===== config.mk =====
export PLATFORM = sky130hd
export DESIGN_NAME = pipe_flow_ctrl
export DESIGN_NICKNAME = d
export VERILOG_FILES = /design/src/rtl/pipe_flow_ctrl_pkg.sv /design/src/rtl/pipe_flow_ctrl_hazard_detect.sv /design/src/rtl/pipe_flow_ctrl.sv
export SDC_FILE = /design/constraint.sdc
export NUM_CORES = 1
export LEC_CHECK = 0
export ABC_AREA = 0
export CORE_MARGIN = 1
export CORE_UTILIZATION = 45
export CTS_BUF_LIST = sky130_fd_sc_hd__clkbuf_8
export DETAILED_ROUTE_END_ITERATION = 16
export GPL_ROUTABILITY_DRIVEN = 0
export PLACE_DENSITY = 0.78
export SYNTH_ARGS = -nofsm -noshare
export SYNTH_HDL_FRONTEND = slang
export SYNTH_SLANG_ARGS = --single-unit

===== constraint.sdc =====
create_clock -name clk -period 2.7 [get_ports clk]
set_input_delay 0.81 -clock clk [delete_from_list [all_inputs] [get_ports clk]]
set_output_delay 0.81 -clock clk [all_outputs]
set_load 0.05 [all_outputs]

===== src/rtl/pipe_flow_ctrl_pkg.sv =====
// Shared op encodings, FSM states and helpers for the pipeline flow controller.
package pipe_flow_ctrl_pkg;

   typedef enum logic [1:0] {
      NORMAL_OP = 2'b00,
      KEEP_OP   = 2'b01,
      RST_OP    = 2'b10
   } op_e;

   typedef enum logic {
      ST_RUN      = 1'b0,
      ST_MEM_WAIT = 1'b1
   } state_e;

   localparam logic [31:0] ZeroWord = 32'h0000_0000;

   typedef struct packed {
      op_e pc;
      op_e if_id;
      op_e id_ex;
      op_e ex_mem;
      op_e mem_wb;
   } stage_ops_t;

   function automatic stage_ops_t all_ops(input op_e op);
      stage_ops_t s;
      s.pc     = op;
      s.if_id  = op;
      s.id_ex  = op;
      s.ex_mem = op;
      s.mem_wb = op;
      return s;
   endfunction

   // Everything upstream of MEM holds; the stalled access must not retire into WB.
   function automatic stage_ops_t freeze_ops();
      stage_ops_t s;
      s        = all_ops(KEEP_OP);
      s.mem_wb = RST_OP;
      return s;
   endfunction

endpackage


===== src/rtl/pipe_flow_ctrl_hazard_detect.sv =====
// Load-use hazard term: the load in EX writes a register the ID instruction reads.
module hazard_detect #(
   parameter int REG_W = 5
) (
   input  logic [REG_W-1:0] id_rs_i,
   input  logic [REG_W-1:0] id_rt_i,
   input  logic             id_rs_used_i,
   input  logic             id_rt_used_i,
   input  logic             ex_load_i,
   input  logic [REG_W-1:0] ex_rd_i,
   output logic             lu_o
);

   logic rs_hit;
   logic rt_hit;

   assign rs_hit = id_rs_used_i && (id_rs_i == ex_rd_i);
   assign rt_hit = id_rt_used_i && (id_rt_i == ex_rd_i);
   // Register zero is hardwired, so a load targeting it never creates a dependency.
   assign lu_o   = ex_load_i && (ex_rd_i != '0) && (rs_hit || rt_hit);

endmodule


===== src/rtl/pipe_flow_ctrl.sv =====
// Pipeline flow controller: per-stage ops from memory waits, load-use, branch
// flushes and bus conflicts, plus wait-state watchdog and performance counters.
//
// state        | meaning
// -------------+--------------------------------------------------------------
// ST_RUN       | normal issue; hazards resolved combinationally each cycle
// ST_MEM_WAIT  | MEM access outstanding; pipeline frozen until ready/watchdog
module pipe_flow_ctrl
   import pipe_flow_ctrl_pkg::*;
#(
   parameter int REG_W    = 5,
   parameter int MAX_WAIT = 15
) (
   input  logic             clk,
   input  logic             rst,
   input  logic [REG_W-1:0] id_rs_i,
   input  logic [REG_W-1:0] id_rt_i,
   input  logic             id_rs_used_i,
   input  logic             id_rt_used_i,
   input  logic             ex_load_i,
   input  logic [REG_W-1:0] ex_rd_i,
   input  logic             branch_taken_i,
   input  logic             mem_req_i,
   input  logic             mem_ready_i,
   output logic [1:0]       pc_op_o,
   output logic [1:0]       if_id_op_o,
   output logic [1:0]       id_ex_op_o,
   output logic [1:0]       ex_mem_op_o,
   output logic [1:0]       mem_wb_op_o,
   output logic             mem_timeout_o,
   output logic [31:0]      stall_cycles_o,
   output logic [15:0]      flush_count_o
);

   localparam int WAIT_W = $clog2(MAX_WAIT + 1);
   // Counter value at the start of the cycle that becomes the MAX_WAIT-th wait.
   localparam logic [WAIT_W-1:0] WAIT_TRIP = WAIT_W'(MAX_WAIT - 1);

   state_e            state_q, state_d;
   logic [WAIT_W-1:0] wait_q, wait_d;
   logic              timeout_q, timeout_d;
   logic [31:0]       stall_q, stall_d;
   logic [15:0]       flush_q, flush_d;

   stage_ops_t ops;
   logic       lu;
   logic       resolve;
   logic       bus_busy;
   logic       flush_ev;

   hazard_detect #(.REG_W(REG_W)) u_hazard (
      .id_rs_i      (id_rs_i),
      .id_rt_i      (id_rt_i),
      .id_rs_used_i (id_rs_used_i),
      .id_rt_used_i (id_rt_used_i),
      .ex_load_i    (ex_load_i),
      .ex_rd_i      (ex_rd_i),
      .lu_o         (lu)
   );

   always_comb begin
      ops       = all_ops(NORMAL_OP);
      state_d   = state_q;
      wait_d    = wait_q;
      timeout_d = timeout_q;
      resolve   = 1'b0;
      bus_busy  = mem_req_i;
      flush_ev  = 1'b0;

      case (state_q)
         ST_RUN: begin
            if (mem_req_i && !mem_ready_i) begin
               ops     = freeze_ops();
               state_d = ST_MEM_WAIT;
               wait_d  = WAIT_W'(1);
            end else begin
               resolve = 1'b1;
            end
         end
         ST_MEM_WAIT: begin
            if (!mem_ready_i) begin
               if (wait_q >= WAIT_TRIP) begin
                  ops       = all_ops(RST_OP);
                  timeout_d = 1'b1;
                  state_d   = ST_RUN;
                  wait_d    = '0;
               end else begin
                  ops    = freeze_ops();
                  wait_d = wait_q + WAIT_W'(1);
               end
            end else begin
               // The completing access still owns the bus this cycle.
               resolve  = 1'b1;
               bus_busy = 1'b1;
               state_d  = ST_RUN;
               wait_d   = '0;
            end
         end
         default: begin
            state_d = ST_RUN;
            wait_d  = '0;
         end
      endcase

      if (resolve) begin
         if (lu) begin
            ops.pc    = KEEP_OP;
            ops.if_id = KEEP_OP;
            ops.id_ex = RST_OP;
         end else if (branch_taken_i) begin
            ops.if_id = RST_OP;
            flush_ev  = 1'b1;
         end else if (bus_busy) begin
            ops.pc    = KEEP_OP;
            ops.if_id = RST_OP;
         end
      end

      if (!rst) begin
         ops = all_ops(RST_OP);
      end
   end

   always_comb begin
      stall_d = stall_q;
      flush_d = flush_q;
      if (ops.pc != NORMAL_OP) begin
         stall_d = stall_q + 32'd1;
      end
      if (flush_ev && (flush_q != 16'hFFFF)) begin
         flush_d = flush_q + 16'd1;
      end
   end

   always_ff @(posedge clk) begin
      if (!rst) begin
         state_q   <= ST_RUN;
         wait_q    <= '0;
         timeout_q <= 1'b0;
         stall_q   <= ZeroWord;
         flush_q   <= ZeroWord[15:0];
      end else begin
         state_q   <= state_d;
         wait_q    <= wait_d;
         timeout_q <= timeout_d;
         stall_q   <= stall_d;
         flush_q   <= flush_d;
      end
   end

   assign pc_op_o        = ops.pc;
   assign if_id_op_o     = ops.if_id;
   assign id_ex_op_o     = ops.id_ex;
   assign ex_mem_op_o    = ops.ex_mem;
   assign mem_wb_op_o    = ops.mem_wb;
   assign mem_timeout_o  = timeout_q;
   assign stall_cycles_o = stall_q;
   assign flush_count_o  = flush_q;

endmodule


[Yosys cells after proc, flatten, opt, wreduce, memory -nomap -nowiden]
Index checks and enable logic that the tools add are counted.
Storage, ports and cells
  bits in registers: 54
  bits in read-only memories: 0
  input bits: 23
  output and inout bits: 59
  bits in latches: 0
  memories kept: 0
  memory bits (writable): 0
Cells by class
  magnitude comparators: 1
  equality and inequality tests: 4
  $add $sub $neg: 3
  shifts and indexed selects: 0
  multiply operators: 0
  bitwise operators: 2
  reduce and logical (&&, ||, !) cells: 11
  divide/modulo/power cells: 0
  multiplexer cells: 27
Operators by type and width (number)
  32-bit by 1-bit adder with 32-bit output, second input constant: 1
  10-bit two-way mux: 3
  4-bit two-way mux: 5
  10-bit case mux with 2 select lines: 1
  16-bit by 1-bit adder with 16-bit output, second input constant: 1
  16-bit inequality test, second input constant: 1
  5-bit == test: 2
  1-bit two-way mux: 10
  9-bit two-way mux: 1
  4-bit case mux with 2 select lines: 1
  1-bit logical AND: 6
  2-bit two-way mux: 3
  6-bit two-way mux: 1
  5-bit nonzero test: 1
  4-bit by 1-bit adder with 4-bit output, second input constant: 1
  4-bit greater-or-equal comparator, second input constant: 1
  1-bit case mux with 2 select lines: 2
  3-bit AND reduction: 1
  2-bit inequality test, second input constant: 1
  1-bit inverter: 2
  2-bit nonzero test: 1
  1-bit logical NOT: 1
  1-bit logical OR: 1

[Longest topological paths before layout]
  word-level depth: 10
  depth in mapped cells: 9
  gate-level depth less buffers: 7

[Cells and area by module]
From an unflattened synthesis, not the netlist that was laid out.
Second synthesis, totals
  cell total of the unflattened synthesis: 329
  area, all modules: 2748.9 um^2
By module, submodules not included
  pipe_flow_ctrl: area an instance 2615.0 um^2, cells each 312, sequential area each 1081.0 um^2, times used 1
  hazard_detect: area an instance 133.9 um^2, cells each 17, sequential area each 0.0 um^2, times used 1

[Least setup slack after synthesis]
No wires, ideal clock.
  kind: in2out
  start point: input port ex_rd_i[1]
  end point: output port if_id_op_o[1]
  arrival: 2.595 ns
  buffers on the path: 1
  slack: -0.705 ns
  stages on the path: 5
  data required time: 1.890 ns
  cell sequence: or4_4 o21ai_4 o21ai_4 clkbuf_1 o21bai_1
Between the ends
  cells in the longest elaborated chain, start to end: 7
Ends and longest elaborated chain
  start: declaration: RTL line pipe_flow_ctrl.sv:21  | input logic [REG_W-1:0] ex_rd_i,
  5-bit == test, on equally long branches: RTL line pipe_flow_ctrl_hazard_detect.sv:17, pipe_flow_ctrl_hazard_detect.sv:18
  1-bit logical AND, on equally long branches: RTL line pipe_flow_ctrl_hazard_detect.sv:17, pipe_flow_ctrl_hazard_detect.sv:18
  1-bit logical OR: RTL line pipe_flow_ctrl_hazard_detect.sv:20  | assign lu_o = ex_load_i && (ex_rd_i != '0) && (rs_hit || rt_hit);
  1-bit logical AND *: RTL line pipe_flow_ctrl_hazard_detect.sv:20
  4-bit two-way mux *: RTL line pipe_flow_ctrl.sv:106  | if (lu) begin
  6-bit two-way mux *: RTL line pipe_flow_ctrl.sv:105  | if (resolve) begin
  10-bit two-way mux *: RTL line pipe_flow_ctrl.sv:119  | if (!rst) begin
  end: declaration: RTL line pipe_flow_ctrl.sv:26  | output logic [1:0] if_id_op_o,
Every way passes the cells marked *; elsewhere a longest branch is shown, timed or not.

[Worst setup path after layout]
  start point: input port ex_rd_i[1]
  end point: output port pc_op_o[0]
Between the ends
  cells in the longest elaborated chain, start to end: 7
Ends and longest elaborated chain
  5-bit == test, on equally long branches: RTL line pipe_flow_ctrl_hazard_detect.sv:17, pipe_flow_ctrl_hazard_detect.sv:18
  1-bit logical AND, on equally long branches: RTL line pipe_flow_ctrl_hazard_detect.sv:17, pipe_flow_ctrl_hazard_detect.sv:18
  1-bit logical OR: RTL line pipe_flow_ctrl_hazard_detect.sv:20
  1-bit logical AND *: RTL line pipe_flow_ctrl_hazard_detect.sv:20
  4-bit two-way mux *: RTL line pipe_flow_ctrl.sv:106
  6-bit two-way mux *: RTL line pipe_flow_ctrl.sv:105
  10-bit two-way mux *: RTL line pipe_flow_ctrl.sv:119
  end: declaration: RTL line pipe_flow_ctrl.sv:25  | output logic [1:0] pc_op_o,
Marks and branches as above.

==> metrics.md <==
| Metric | Value |
|---|---|
| Outcome | `complete, but fails checks` |
| Violated checks | `DRC, setup timing` |
| DR WL/cell | `15.8 um` |
| Cells traversed along the worst timing path | `buf_6 -> or4_4 -> o21ai_4 -> buf_6 -> o21ai_2 -> nor2b_4 -> buf_12` |
| Hold Crit Class | `reg2reg` |
| Power Density | `408 nW/um^2` |
| Pin count of the biggest net entering global routing | `43` |
| R2r worst-path depth | `6` |
| Worst Path Arrival | `2.18 ns` |
| Via count | `3273` |
| Final setup vio count | `28` |
| Final WS setup | `-0.288 ns` |
| Hold-fix buffers at CTS | `0` |
| Final period utilization | `111%` |
| Most common cell after layout, fill and taps aside | `dfxtp_1` |
| Fraction of layout cells with a size suffix above 1 | `22.4%` |
| Peak supply drop | `0.344 mV` |
| Clk sink count | `54` |
| Die X | `84.3 um` |
| Worst stage delay on the critical path | `0.55 ns` |
| Final Util | `70.5%` |
| WL final | `8.76 mm` |
| Crit Path Max Fanout | `3` |
| Critical path launch point type | `input port` |
| DRC errors left | `5` |
| I/O pin total | `82` |
| Synth warn | `0` |
| Vias in the first global route | `3099` |
| WHS Endpoint | `mem_timeout_o` |
| Post-layout nets | `504` |
| CTS tree | `done` |
| Detail Route Antenna Nets | `0` |
| Max-slew violations | `0` |
| Core area | `6460 um^2` |
| Setup TNS | `-2.34 ns` |
| Clk_skew | `0.00992 ns` |
| RSZ-0062 raised after global routing | `yes` |
| Clk Latency, worst-skew pair | `0.31 ns` |
| First-pass GRT wire length | `13.9 mm` |
| Critical path class | `in2out` |
| Hold Startpoint | `mem_timeout_o` |
| Drt initial violations | `182` |
| FF-to-FF Start | `flush_count_o[0]` |
| Hpwl dp | `5.82 mm` |
| Worst setup EP type | `output port` |
| Critical Path Most Common Cell | `buf_6` |
| Filler cells | `503` |
| Post-layout minimum cycle time | `2.99 ns` |
| WHS Path Cells | `2` |
| Ranking of synthesized cells by area | `dfxtp_1, a21oi_1, or3_1` |
| Worst path buffer plus inverter count | `3` |
| Cell variety after synth | `49` |
| Clk slew on worst S/H paths | `0.09 ns` |
| Critical Path Slowest Stage Cell | `or4_4` |
| Root Driver | `clkbuf_8` |
| FF-to-FF End | `flush_count_o[2]` |
| Highest clock rate | `335 MHz` |
| Crit path depth | `7` |
| Flop-to-flop setup slack | `0.52 ns` |
| Die area | `7100 um^2` |
| Slew @ Worst Pin | `0.785 ns` |
| Drt pass-1 iters | `10` |
| Mapped Nets | `393` |
| Lkg Pwr | `1.63 nW` |
| Commonest cells after routing, fill and taps aside | `dfxtp_1, clkdlybuf4s50_1, a21oi_1` |
| Max-cap check violation count | `0` |
| WP data required | `1.89 ns` |
| Non-filler cells, final | `555` |
| FFs w/ async S/R, synth | `0%` |
| Gr usage total | `24.1%` |
| Syn avg cell area | `8.32 um^2` |
| Total CTS buffers | `5` |
| Ant diodes | `0` |
| Yosys top cell by area | `dfxtp_1` |
| Total grt overflow | `0` |
| Synth Flop Type | `dfxtp_1` |
| Worst slew margin | `47.7%` |
| P&R area growth vs syn | `49.5%` |
| Port bufs | `80` |
| Site row count | `29` |
| Initial antenna violation count | `0` |
| Die height | `84.3 um` |
| Final Hold Violating Endpoints | `0` |
| Via-to-Cell Ratio | `5.90` |
| Cell family with most CP delay | `simple AND/OR/NAND/NOR gates` |
| Syn Inst Count | `366` |
| Post-synth EDFFs | `0` |
| Htree depth | `2` |
| Post-synthesis sequential area ratio | `35.5%` |
| FF+latch count, synth | `54` |
| CTS Buffer Depth | `2` |
| Mapped Area | `3050 um^2` |
| Placed insts | `536` |
| Initial core utilization | `47.2%` |
| Area share of the leading cell type in the synthesized netlist | `35.5%` |
per-layer routing:
| metal | global-route usage (%) | vias up | share of wire, % |
|---|---|---|---|
| met4 | 6.43 | 0 | 0.76 |
| met1 | 28.1 | 1587 | 42 |
| met3 | 5.21 | 6 | 4.3 |
| li1 | - | 1596 | - |
| met2 | 44.6 | 84 | 53 |
| met5 | 0 | - | 0 |
how the worst max path moves through the flow:
| stage | start | to | slack [ns] |
|---|---|---|---|
| final | ex_rd_i[1] | pc_op_o[0] | -0.29 |
| after global placement | ex_rd_i[3] | if_id_op_o[0] | -0.60 |
| after global routing | id_rs_i[0] | if_id_op_o[1] | -0.31 |
| after CTS | ex_rd_i[2] | if_id_op_o[0] | -0.24 |
| after floorplan | ex_rd_i[1] | if_id_op_o[1] | -0.21 |
| after detailed placement | ex_rd_i[1] | pc_op_o[0] | -0.65 |
tightest hold or removal path, delay by kind of cell (launching register included):
family / cells / cell delay, ns
simple gates: 2 / 0.11
flops: 1 / 0.34
sequential cells by signal, indices dropped and copies added, names as in the netlist:
name / cells
stall_cycles_o: 32
flush_count_o: 16
wait_q: 4
mem_timeout_o: 1
state_q: 1
power breakdown:
part           internal (W)  leakage (nW)  switching (W)
clock network      0.000396        0.0714       0.000268
logic              0.000171          1.13       0.000205
registers          0.000806         0.436      0.0000119
total               0.00137          1.63       0.000485
cell type report:
type	count	area [um^2]	area share (%)
sequential	54	1080	23.8
clock inverter	2	60.1	1.32
inverter	8	30.0	0.659
multi-input combinational	280	1940	42.6
timing repair buffer	128	1260	27.7
clock buffer	6	82.6	1.81
tap	77	96.3	2.12
kinds of logic after synthesis:
family | synth area share [%]
xor gates and xnor gates | 3.45
muxes | 1.97
DFF | 35.5
buffers and inverters | 5.54
AOI/OAI and AO/OA | 21.8
and+or+nand+nor | 29.9
other | 0.123
adders and majority gates | 1.64
cell usage after synthesis (all sizes together), types with 2 or more instances:
cell type  number
nor2           15
nand2b          6
nand4          18
a21oi          44
nand3          20
or3            23
o22ai           2
buf            10
and3           12
a21o            2
or4            17
inv             7
ha              4
o21bai          2
nor2b           3
o211ai          2
o31ai          17
xnor2          11
mux2i           6
and4            6
nor4            4
clkbuf         14
dfxtp          54
nand2          24
o21ai          27
and2            4
per-stage QoR:
step	hold slack (ns)	cell area [um^2]	setup WS, ns	power [W]
after global routing	0.517	4550	-0.310	0.00192
final	0.480	4550	-0.288	0.00186
after global placement	0.456	4200	-0.603	0.00116
after floorplan	0.458	3090	-0.215	0.00102
after detailed placement	0.466	4200	-0.652	0.00117
after CTS	0.488	4470	-0.236	0.00184
what timing repair did:
| item | in CTS | in global routing |
|---|---|---|
| endpoints found under the setup margin | 45 | 9 |
| gates resized for setup | 65 | 21 |
| setup buffers | 6 | 5 |
| pin swaps | 23 | 23 |
Power figures use the tool's default switching activity.
